==> src/rtl/mem_dump_reader_if.sv <==
// mem_dump_reader_if: memory read port and output word stream of the dump reader
interface mem_dump_reader_if #(
    parameter int ADDR_W = 10,
    parameter int DATA_W = 32
);
    logic              mem_rd_en;
    logic [ADDR_W-1:0] mem_addr;
    logic [DATA_W-1:0] mem_rd_data;
    logic              out_valid;
    logic              out_ready;
    logic [DATA_W-1:0] out_data;
    logic [ADDR_W-1:0] out_addr;
    modport master (
        output mem_rd_en, mem_addr, out_valid, out_data, out_addr,
        input  mem_rd_data, out_ready
    );
    modport slave (
        input  mem_rd_en, mem_addr, out_valid, out_data, out_addr,
        output mem_rd_data, out_ready
    );
endinterface

==> src/rtl/mem_dump_reader.sv <==
// mem_dump_reader: after HALTED, streams a memory window out and checks it is non-decreasing
module mem_dump_reader #(
    parameter int ADDR_W = 10,
    parameter int DATA_W = 32,
    parameter int BASE   = 100,
    parameter int COUNT  = 20
) (
    input  logic                clk1,
    input  logic                rst,
    input  logic                halted,
    mem_dump_reader_if.master   bus,
    output logic                done,
    output logic                sorted_ok,
    output logic [ADDR_W-1:0]   err_addr
);
    localparam int IDX_W = $clog2(COUNT) + 1;
    localparam logic [ADDR_W-1:0] BASE_A = ADDR_W'(BASE);
    localparam logic [IDX_W-1:0] LAST = IDX_W'(COUNT - 1);

    typedef enum logic [2:0] {IDLE, RD, WT, PRES, DONE} state_t;

    state_t state_q, state_d;
    logic [IDX_W-1:0] idx_q, idx_d;
    logic [DATA_W-1:0] prev_q, prev_d, out_data_q, out_data_d;
    logic [ADDR_W-1:0] mem_addr_q, mem_addr_d, out_addr_q, out_addr_d, err_addr_q, err_addr_d;
    logic sorted_ok_q, sorted_ok_d;

    // Next-state: one read, one capture, then hold the word until the sink takes it
    always_comb begin
        state_d     = state_q;
        idx_d       = idx_q;
        prev_d      = prev_q;
        out_data_d  = out_data_q;
        out_addr_d  = out_addr_q;
        mem_addr_d  = mem_addr_q;
        sorted_ok_d = sorted_ok_q;
        err_addr_d  = err_addr_q;
        case (state_q)
            IDLE: if (halted) begin
                state_d    = RD;
                mem_addr_d = BASE_A;
            end
            RD: state_d = WT;
            WT: begin
                out_data_d = bus.mem_rd_data;
                out_addr_d = mem_addr_q;
                state_d    = PRES;
            end
            PRES: if (bus.out_ready) begin
                if (idx_q != '0 && sorted_ok_q && out_data_q < prev_q) begin
                    sorted_ok_d = 1'b0;
                    err_addr_d  = out_addr_q;
                end
                prev_d = out_data_q;
                if (idx_q == LAST) begin
                    state_d = DONE;
                end else begin
                    idx_d      = idx_q + IDX_W'(1);
                    mem_addr_d = BASE_A + ADDR_W'(idx_q + IDX_W'(1));
                    state_d    = RD;
                end
            end
            DONE: ;
            default: state_d = IDLE;
        endcase
    end

    // State and datapath registers; reset discards any partial scan
    always_ff @(posedge clk1 or posedge rst) begin
        if (rst) begin
            state_q     <= IDLE;
            idx_q       <= '0;
            prev_q      <= '0;
            out_data_q  <= '0;
            out_addr_q  <= '0;
            mem_addr_q  <= BASE_A;
            sorted_ok_q <= 1'b1;
            err_addr_q  <= '0;
        end else begin
            state_q     <= state_d;
            idx_q       <= idx_d;
            prev_q      <= prev_d;
            out_data_q  <= out_data_d;
            out_addr_q  <= out_addr_d;
            mem_addr_q  <= mem_addr_d;
            sorted_ok_q <= sorted_ok_d;
            err_addr_q  <= err_addr_d;
        end
    end

    assign bus.mem_rd_en = state_q == RD;
    assign bus.mem_addr  = mem_addr_q;
    assign bus.out_valid = state_q == PRES;
    assign bus.out_data  = out_data_q;
    assign bus.out_addr  = out_addr_q;
    assign done          = state_q == DONE;
    assign sorted_ok     = sorted_ok_q;
    assign err_addr      = err_addr_q;
endmodule

==> src/flat_wrapper.sv <==
// flat-port wrapper written by rule: the top's interface ports become plain ports
module mem_dump_reader_flat 
#(
    parameter int ADDR_W = 10,
    parameter int DATA_W = 32,
    parameter int BASE   = 100,
    parameter int COUNT  = 20
)
  (clk1, rst, halted, done, sorted_ok, err_addr, bus_mem_rd_en, bus_mem_addr, bus_out_valid, bus_out_data, bus_out_addr, bus_mem_rd_data, bus_out_ready);
  mem_dump_reader_if #(.ADDR_W(ADDR_W), .DATA_W(DATA_W)) bus_i ();
  input  logic clk1;
  input  logic rst;
  input  logic halted;
  output logic done;
  output logic sorted_ok;
  output logic [ADDR_W-1:0] err_addr;
  output wire logic [$bits(bus_i.mem_rd_en)-1:0] bus_mem_rd_en;
  output wire logic [$bits(bus_i.mem_addr)-1:0] bus_mem_addr;
  output wire logic [$bits(bus_i.out_valid)-1:0] bus_out_valid;
  output wire logic [$bits(bus_i.out_data)-1:0] bus_out_data;
  output wire logic [$bits(bus_i.out_addr)-1:0] bus_out_addr;
  input wire logic [$bits(bus_i.mem_rd_data)-1:0] bus_mem_rd_data;
  input wire logic [$bits(bus_i.out_ready)-1:0] bus_out_ready;
  assign bus_mem_rd_en = bus_i.mem_rd_en;
  assign bus_mem_addr = bus_i.mem_addr;
  assign bus_out_valid = bus_i.out_valid;
  assign bus_out_data = bus_i.out_data;
  assign bus_out_addr = bus_i.out_addr;
  assign bus_i.mem_rd_data = bus_mem_rd_data;
  assign bus_i.out_ready = bus_out_ready;
  mem_dump_reader #(.ADDR_W(ADDR_W), .DATA_W(DATA_W), .BASE(BASE), .COUNT(COUNT)) u_core (.clk1(clk1), .rst(rst), .halted(halted), .bus(bus_i), .done(done), .sorted_ok(sorted_ok), .err_addr(err_addr));
endmodule
==> config.mk <==
export PLATFORM = sky130hd
export DESIGN_NAME = mem_dump_reader_flat
export DESIGN_NICKNAME = d
export VERILOG_FILES = /design/src/rtl/mem_dump_reader_if.sv /design/src/rtl/mem_dump_reader.sv /design/src/flat_wrapper.sv
export SDC_FILE = /design/constraint.sdc
export NUM_CORES = 1
export LEC_CHECK = 0
export ABC_AREA = 1
export CORE_MARGIN = 1
export CORE_UTILIZATION = 55
export CTS_CLUSTER_SIZE = 10
export DETAILED_ROUTE_END_ITERATION = 16
export GPL_ROUTABILITY_DRIVEN = 0
export GPL_TIMING_DRIVEN = 0
export PLACE_DENSITY_LB_ADDON = 0.15
export SLEW_MARGIN = 5
export SYNTH_ARGS = -nofsm -noshare
export SYNTH_HDL_FRONTEND = slang
export SYNTH_SLANG_ARGS = --single-unit
export TNS_END_PERCENT = 20
==> constraint.sdc <==
create_clock -name clk1 -period 5.46 [get_ports clk1]
set_clock_uncertainty 0.15 [all_clocks]
set_input_delay 1.365 -clock clk1 [delete_from_list [all_inputs] [get_ports clk1]]
set_output_delay 1.365 -clock clk1 [all_outputs]
set_load 0.01 [all_outputs]
==> After elaboration in Yosys (flattened, before gate mapping) <==
Cells that the tools add are included.
{ "classes": {"n_mul": 0, "reduce_logical": 10, "shifts": 0, "n_addsub": 3, "n_bitwise": 2, "n_lt_le_gt_ge": 1, "n_eq_ne": 8, "n_div": 0, "n_mux": 8} }
{ "op_table": {"columns": ["operator", "count"], "rows": [
  ["$lt 32x32->1", 1],
  ["$mux 10", 3],
  ["$pmux 10 s2", 1],
  ["$pmux 3 s5", 1],
  ["$add 7x10->10 const A", 1],
  ["$mux 3", 3],
  ["$reduce_and 3->1", 3],
  ["$add 6x1->7 const B", 1],
  ["$add 6x1->6 const B", 1],
  ["$eq 3x2->1 const B", 2],
  ["$eq 6x5->1 const B", 1],
  ["$reduce_bool 6->1", 1],
  ["$ne 2x2->1 const B", 2],
  ["$reduce_and 4->1", 1],
  ["$eq 3x1->1 const B", 1],
  ["$eq 3x3->1 const B", 1],
  ["$logic_not 3->1", 1],
  ["$logic_and 1x1->1", 2],
  ["$ne 2x1->1 const B", 1],
  ["$not 1->1", 2],
  ["$reduce_and 2->1", 1],
  ["$reduce_bool 2->1", 1]
]} }
{ "totals": {"rom_bits": 0, "in_bits": 36, "out_inout_bits": 66, "n_memories": 0, "ram_bits": 0, "wordCells": 40, "register_bits": 104, "latch_bits": 0} }

==> Longest topological paths before layout <==
{ "logic_depth": {"depth_word": 5, "depth_mapped": 14, "ltp_nobuf": 14} }

==> Least setup slack after synthesis <==
Ideal clock, no wire load.
{ "synth_path": {"path_kind": "input to register", "start": "input bus_out_ready", "end": "register u_core.err_addr_q[0] (netlist: u_core.err_addr[0])", "setup_time_ns": 0.117, "path_stages": 9, "arrival_time_ns": 2.177, "slack_ns": 3.016, "required_ns": 5.193, "path_buffers": 0, "path_cell_list": "inv_1 -> nor2_2 -> nand3_1 -> nor2_1 -> nand3_2 -> nor2_4 -> nand2_4 -> nand2_1 -> nand2_1"} }
{ "synth_via": {"elab_chain_cells": 1} }
{ "synth_rtl": {"columns": ["element", "line_no", "source"], "rows": [
  ["start, declared", "flat_wrapper.sv:23", "input wire logic [$bits(bus_i.out_ready)-1:0] bus_out_ready;"],
  ["$reduce_and 3->1 (no line)", null, null],
  ["end signal, assigned", "mem_dump_reader.sv:87", "err_addr_q <= err_addr_d;"],
  ["end, declared", "mem_dump_reader.sv:25", "logic [ADDR_W-1:0] mem_addr_q, mem_addr_d, out_addr_q, out_addr_d, err_addr_q, err_addr_d;"]
]} }
Every way passes these cells.
A chain may end at the register's enable or synchronous reset.

==> Worst setup path in the final report <==
{ "layout_path": {"start": "register u_core.state_q[0]", "end": "output done"} }
{ "layout_via": {"elab_chain_cells": 1} }
{ "layout_rtl": {"columns": ["element", "line_no", "source"], "rows": [
  ["start, declared", "mem_dump_reader.sv:22", "state_t state_q, state_d;"],
  ["start signal, assigned", "mem_dump_reader.sv:80", "state_q <= state_d;"],
  ["$eq 3x3->1", "mem_dump_reader.sv:96", "assign done = state_q == DONE;"],
  ["end, declared", "flat_wrapper.sv:14", "output logic done;"]
]} }
Every way passes these cells.

==> key figures <==
Outcome
  – Outcome: finished, final reports clean

Global routing
  – Initial antenna violation count: 0
  – First-pass GRT wire length: between 15000 and 20000 um
  – Total track usage: 0.231
  – Largest net degree at the start of global routing: 57
  – Number of global-route vias before repair: approximately 3500
  – GRT overflow: 0

Critical path
  – Critical path peak fanout: 3
  – R2R depth: 11
  – Peak per-stage delay on the critical path: approximately 0.56 ns
  – Setup CP Type: reg2out
  – CP bufs+invs: 1
  – Worst path top cell family by delay: buffers and inverters
  – CP Cell Sequence: or2_2 > nor2_1 > clkdlybuf4s50_1
  – R2R Setup Slk: about 3.4 ns
  – Element type at the critical path end: output pin
  – Worst EP required: just under 4 ns
  – R2r startpoint: u_core.bus.out_data[29]$_DFFE_PP0P_
  – Crit path DAT: roughly 1.8 ns
  – Highest-delay cell along the critical path: clkdlybuf4s50_1
  – CP Launch Type: flop
  – Reg2reg end: u_core.err_addr[0]$_DFFE_PP0P_

Route
  – Drt first pass iters: 4
  – Initial DRC count: between 100 and 150
  – Drc violations: 0
  – WL final: 9460 um
  – Via count: approximately 3600
  – Average wire per standard cell: ~13 um
  – Antenna viol nets, final: 0
  – Vias per std cell: around 5.1

Timing
  – FMAX: between 300 and 400 MHz
  – Final-report hold violation count: 0
  – Slew @ Worst Pin: a little under 0.7 ns
  – Min Tclk post-route: 3.29 ns
  – Slew HR: 0.548
  – Final Max Tran Viols: 0
  – RSZ-0062 raised after global routing: no
  – Fin crit share: 0.602
  – Setup violators final: 0

Clock network
  – CTS tree: yes
  – Total clock sinks: about 100
  – Clk buf depth: 2
  – Clk Latency, worst-skew pair: approximately 0.35 ns
  – Number of setup buffers added after CTS: 0
  – Post-cts resize count: 0
  – Worst-path clk slew: ~0.090 ns
  – CTS Root Cell: clkbuf_8
  – CTS H-tree depth: 3
  – Hold Buf Count CTS: 0
  – TritonCTS buffer count: 9

Worst hold path
  – Hold path cells: 2
  – Hold EP: u_core.err_addr[3]$_DFFE_PP0P_
  – Tightest Hold Check Type: reg2reg
  – Hold Crit Start: u_core.err_addr[3]$_DFFE_PP0P_

Placed design
  – Dpl hpwl: a little over 7000 um
  – IO buf count: 95
  – Placed cell count: just under 700

Run
  – Max-cap violations: 0

Yosys
  – Post-synth cell types: 34
  – Post-synth EDFFs: 0
  – Synthesized cell area: 4720 um2
  – Mapped Cells: 483
  – Most used flip-flop cell after synthesis: dfrtp_1
  – Avg Inst Size Synth: about 10 um2
  – Synth warn: 0
  – Seq/Total Area, Yosys: 0.520
  – Synth async-reset ratio: 1.00
  – Seq cells post-synth: ~100

Floorplan
  – Die area: around 9000 um2
  – Die X: roughly 95 um
  – Number of I/O pins: 102
  – Die Ht: about 95 um
  – Initial core utilization: 0.572
  – Core area: 8260 um2
  – Row count: 33

Power and ir drop
  – Internal power: approximately 2.1 mW
  – Sequential Power Share: 0.381
  – Switching share of power: 0.385
  – Clock power share: 0.124
  – Switching power: between 1 and 1.5 mW
  – Leakage: 2.86 nW
  – Logic gate share of total power: 0.495
  – Worst IR Drop VDD: ~0.00028 V
  – Power Dens Cells: between 500 and 600 nW/um2

Cells and area
  – Share of cells above drive strength 1: 0.144
  – Cell Count, Final, Fillers Out: approximately 700
  – Fill cells: between 600 and 700
  – Synth-to-Final Area Change: 27.4%
  – Final layout net count: 665
  – Final Util: 0.729
  – Diodes inserted: 0
==> cell type report <==
cell class              instances  area [um2]  share of cell area
well taps                     105         131              0.0218
multi-input cells             305        1930               0.320
clock inverters                 3        15.0             0.00249
clock buffers                  12         155              0.0258
repair buffers                 96         971               0.161
flip-flops and latches         98        2460               0.408
inverters                      65         246              0.0410
plain buffers                  20         114              0.0189
==> worst reg2reg max path: cells and delay by family (launching register included) <==
family          cells  cell delay, ns
fa+ha+maj           1            0.33
buf+inv             1            0.04
compound gates      1            0.13
simple gates        8            0.87
flops               1            0.43
==> cells in the final DEF (no fill, tap or decap), drive strengths merged, types with 6 or more instances in the layout <==
master         synthesis  routed
nand3                 19      19
nand2                105     105
nor3                   6       6
conb                   1       6
clkdlybuf4s50          0      95
ha                    34      34
inv                   65      65
o21ai                 52      52
dfrtp                 94      94
buf                   17      18
nor2                  18      18
clkbuf                 3      15
mux2                  33      33
a21oi                 15      15
==> power by group through the flow <==
stage,clock (mW),sequential [mW],combinational [mW]
floorplan,0,1.32,0.976
global placement,0,1.28,1.61
detailed placement,0,1.30,1.68
CTS,0.428,1.29,1.69
global route,0.455,1.33,1.88
finish,0.416,1.28,1.67
==> worst max-delay path by stage <==
stage,startpoint,to,slack [ns],depth (start not counted)
after floorplan,rst,u_core.bus.mem_addr[0]$_DFFE_PP0P_,1.39,1
after global placement,rst,u_core.bus.out_data[27]$_DFFE_PP0P_,-0.08,2
after detailed placement,bus_out_ready,u_core.err_addr[2]$_DFFE_PP0P_,2.32,10
after CTS,u_core.state_q[0]$_DFFE_PP0P_,done,2.16,3
after global routing,u_core.state_q[1]$_DFFE_PP0P_,done,2.06,3
final,u_core.state_q[0]$_DFFE_PP0P_,done,2.17,3
==> stage by stage <==
| stage | area [um2] | TNS, ns | hold WS [ns] | worst slack (ns) | power, mW |
|---|---|---|---|---|---|
| 2_1_floorplan | 4740 | 0 | 0.314 | 1.39 | 2.30 |
| 3_3_place_gp | 5830 | -7.04 | 0.309 | -0.0790 | 2.89 |
| 3_5_place_dp | 5850 | 0 | 0.318 | 2.32 | 2.98 |
| 4_1_cts | 6020 | 0 | 0.341 | 2.16 | 3.41 |
| 5_1_grt | 6020 | 0 | 0.362 | 2.06 | 3.66 |
| 6_report | 6020 | 0 | 0.334 | 2.17 | 3.37 |
==> per-layer routing <==
metal,vias to the layer above,part of all wire,global-route usage
met5,-,0,0
met4,0,0.014,0.0707
met3,13,0.046,0.0475
met2,75,0.49,0.383
met1,1696,0.45,0.305
li1,1773,-,-
==> cells by family after synthesis <==
group | synth area share
adder cells (fa/ha/maj) | 0.0900
XOR/XNOR | 0.00901
other | 0.000794
flip-flops | 0.520
buffers and inverters | 0.0757
AO/OA/AOI/OAI | 0.0847
multiplexers | 0.0787
AND/OR/NAND/NOR | 0.141
==> synth_stat cells (3+ instances only) <==
cell type | number | area share
nand2_1 | 103 | 0.082
dfrtp_1 | 94 | 0.50
inv_1 | 63 | 0.050
o21ai_0 | 51 | 0.054
ha_1 | 34 | 0.090
mux2_2 | 33 | 0.079
nand3_1 | 17 | 0.018
a21oi_1 | 15 | 0.016
nor2_1 | 13 | 0.010
buf_2 | 10 | 0.011
buf_4 | 7 | 0.011
dfstp_2 | 4 | 0.022
nor2_2 | 4 | 0.0053
clkbuf_1 | 3 | 0.0024
nor3_1 | 3 | 0.0032
nor3_2 | 3 | 0.0064
o22ai_1 | 3 | 0.0040
xor2_1 | 3 | 0.0056
==> flip-flops by register name, indices dropped and copies added, names as in the netlist <==
| signal | count |
|---|---|
| u_core.bus.mem_addr | 8 |
| u_core.prev_q | 32 |
| u_core.idx_q | 6 |
| u_core.bus.out_addr | 8 |
| u_core.state_q | 3 |
| u_core.err_addr | 8 |
| u_core.bus.out_data | 32 |
| u_core.sorted_ok | 1 |
Power figures use the tool's default switching activity.
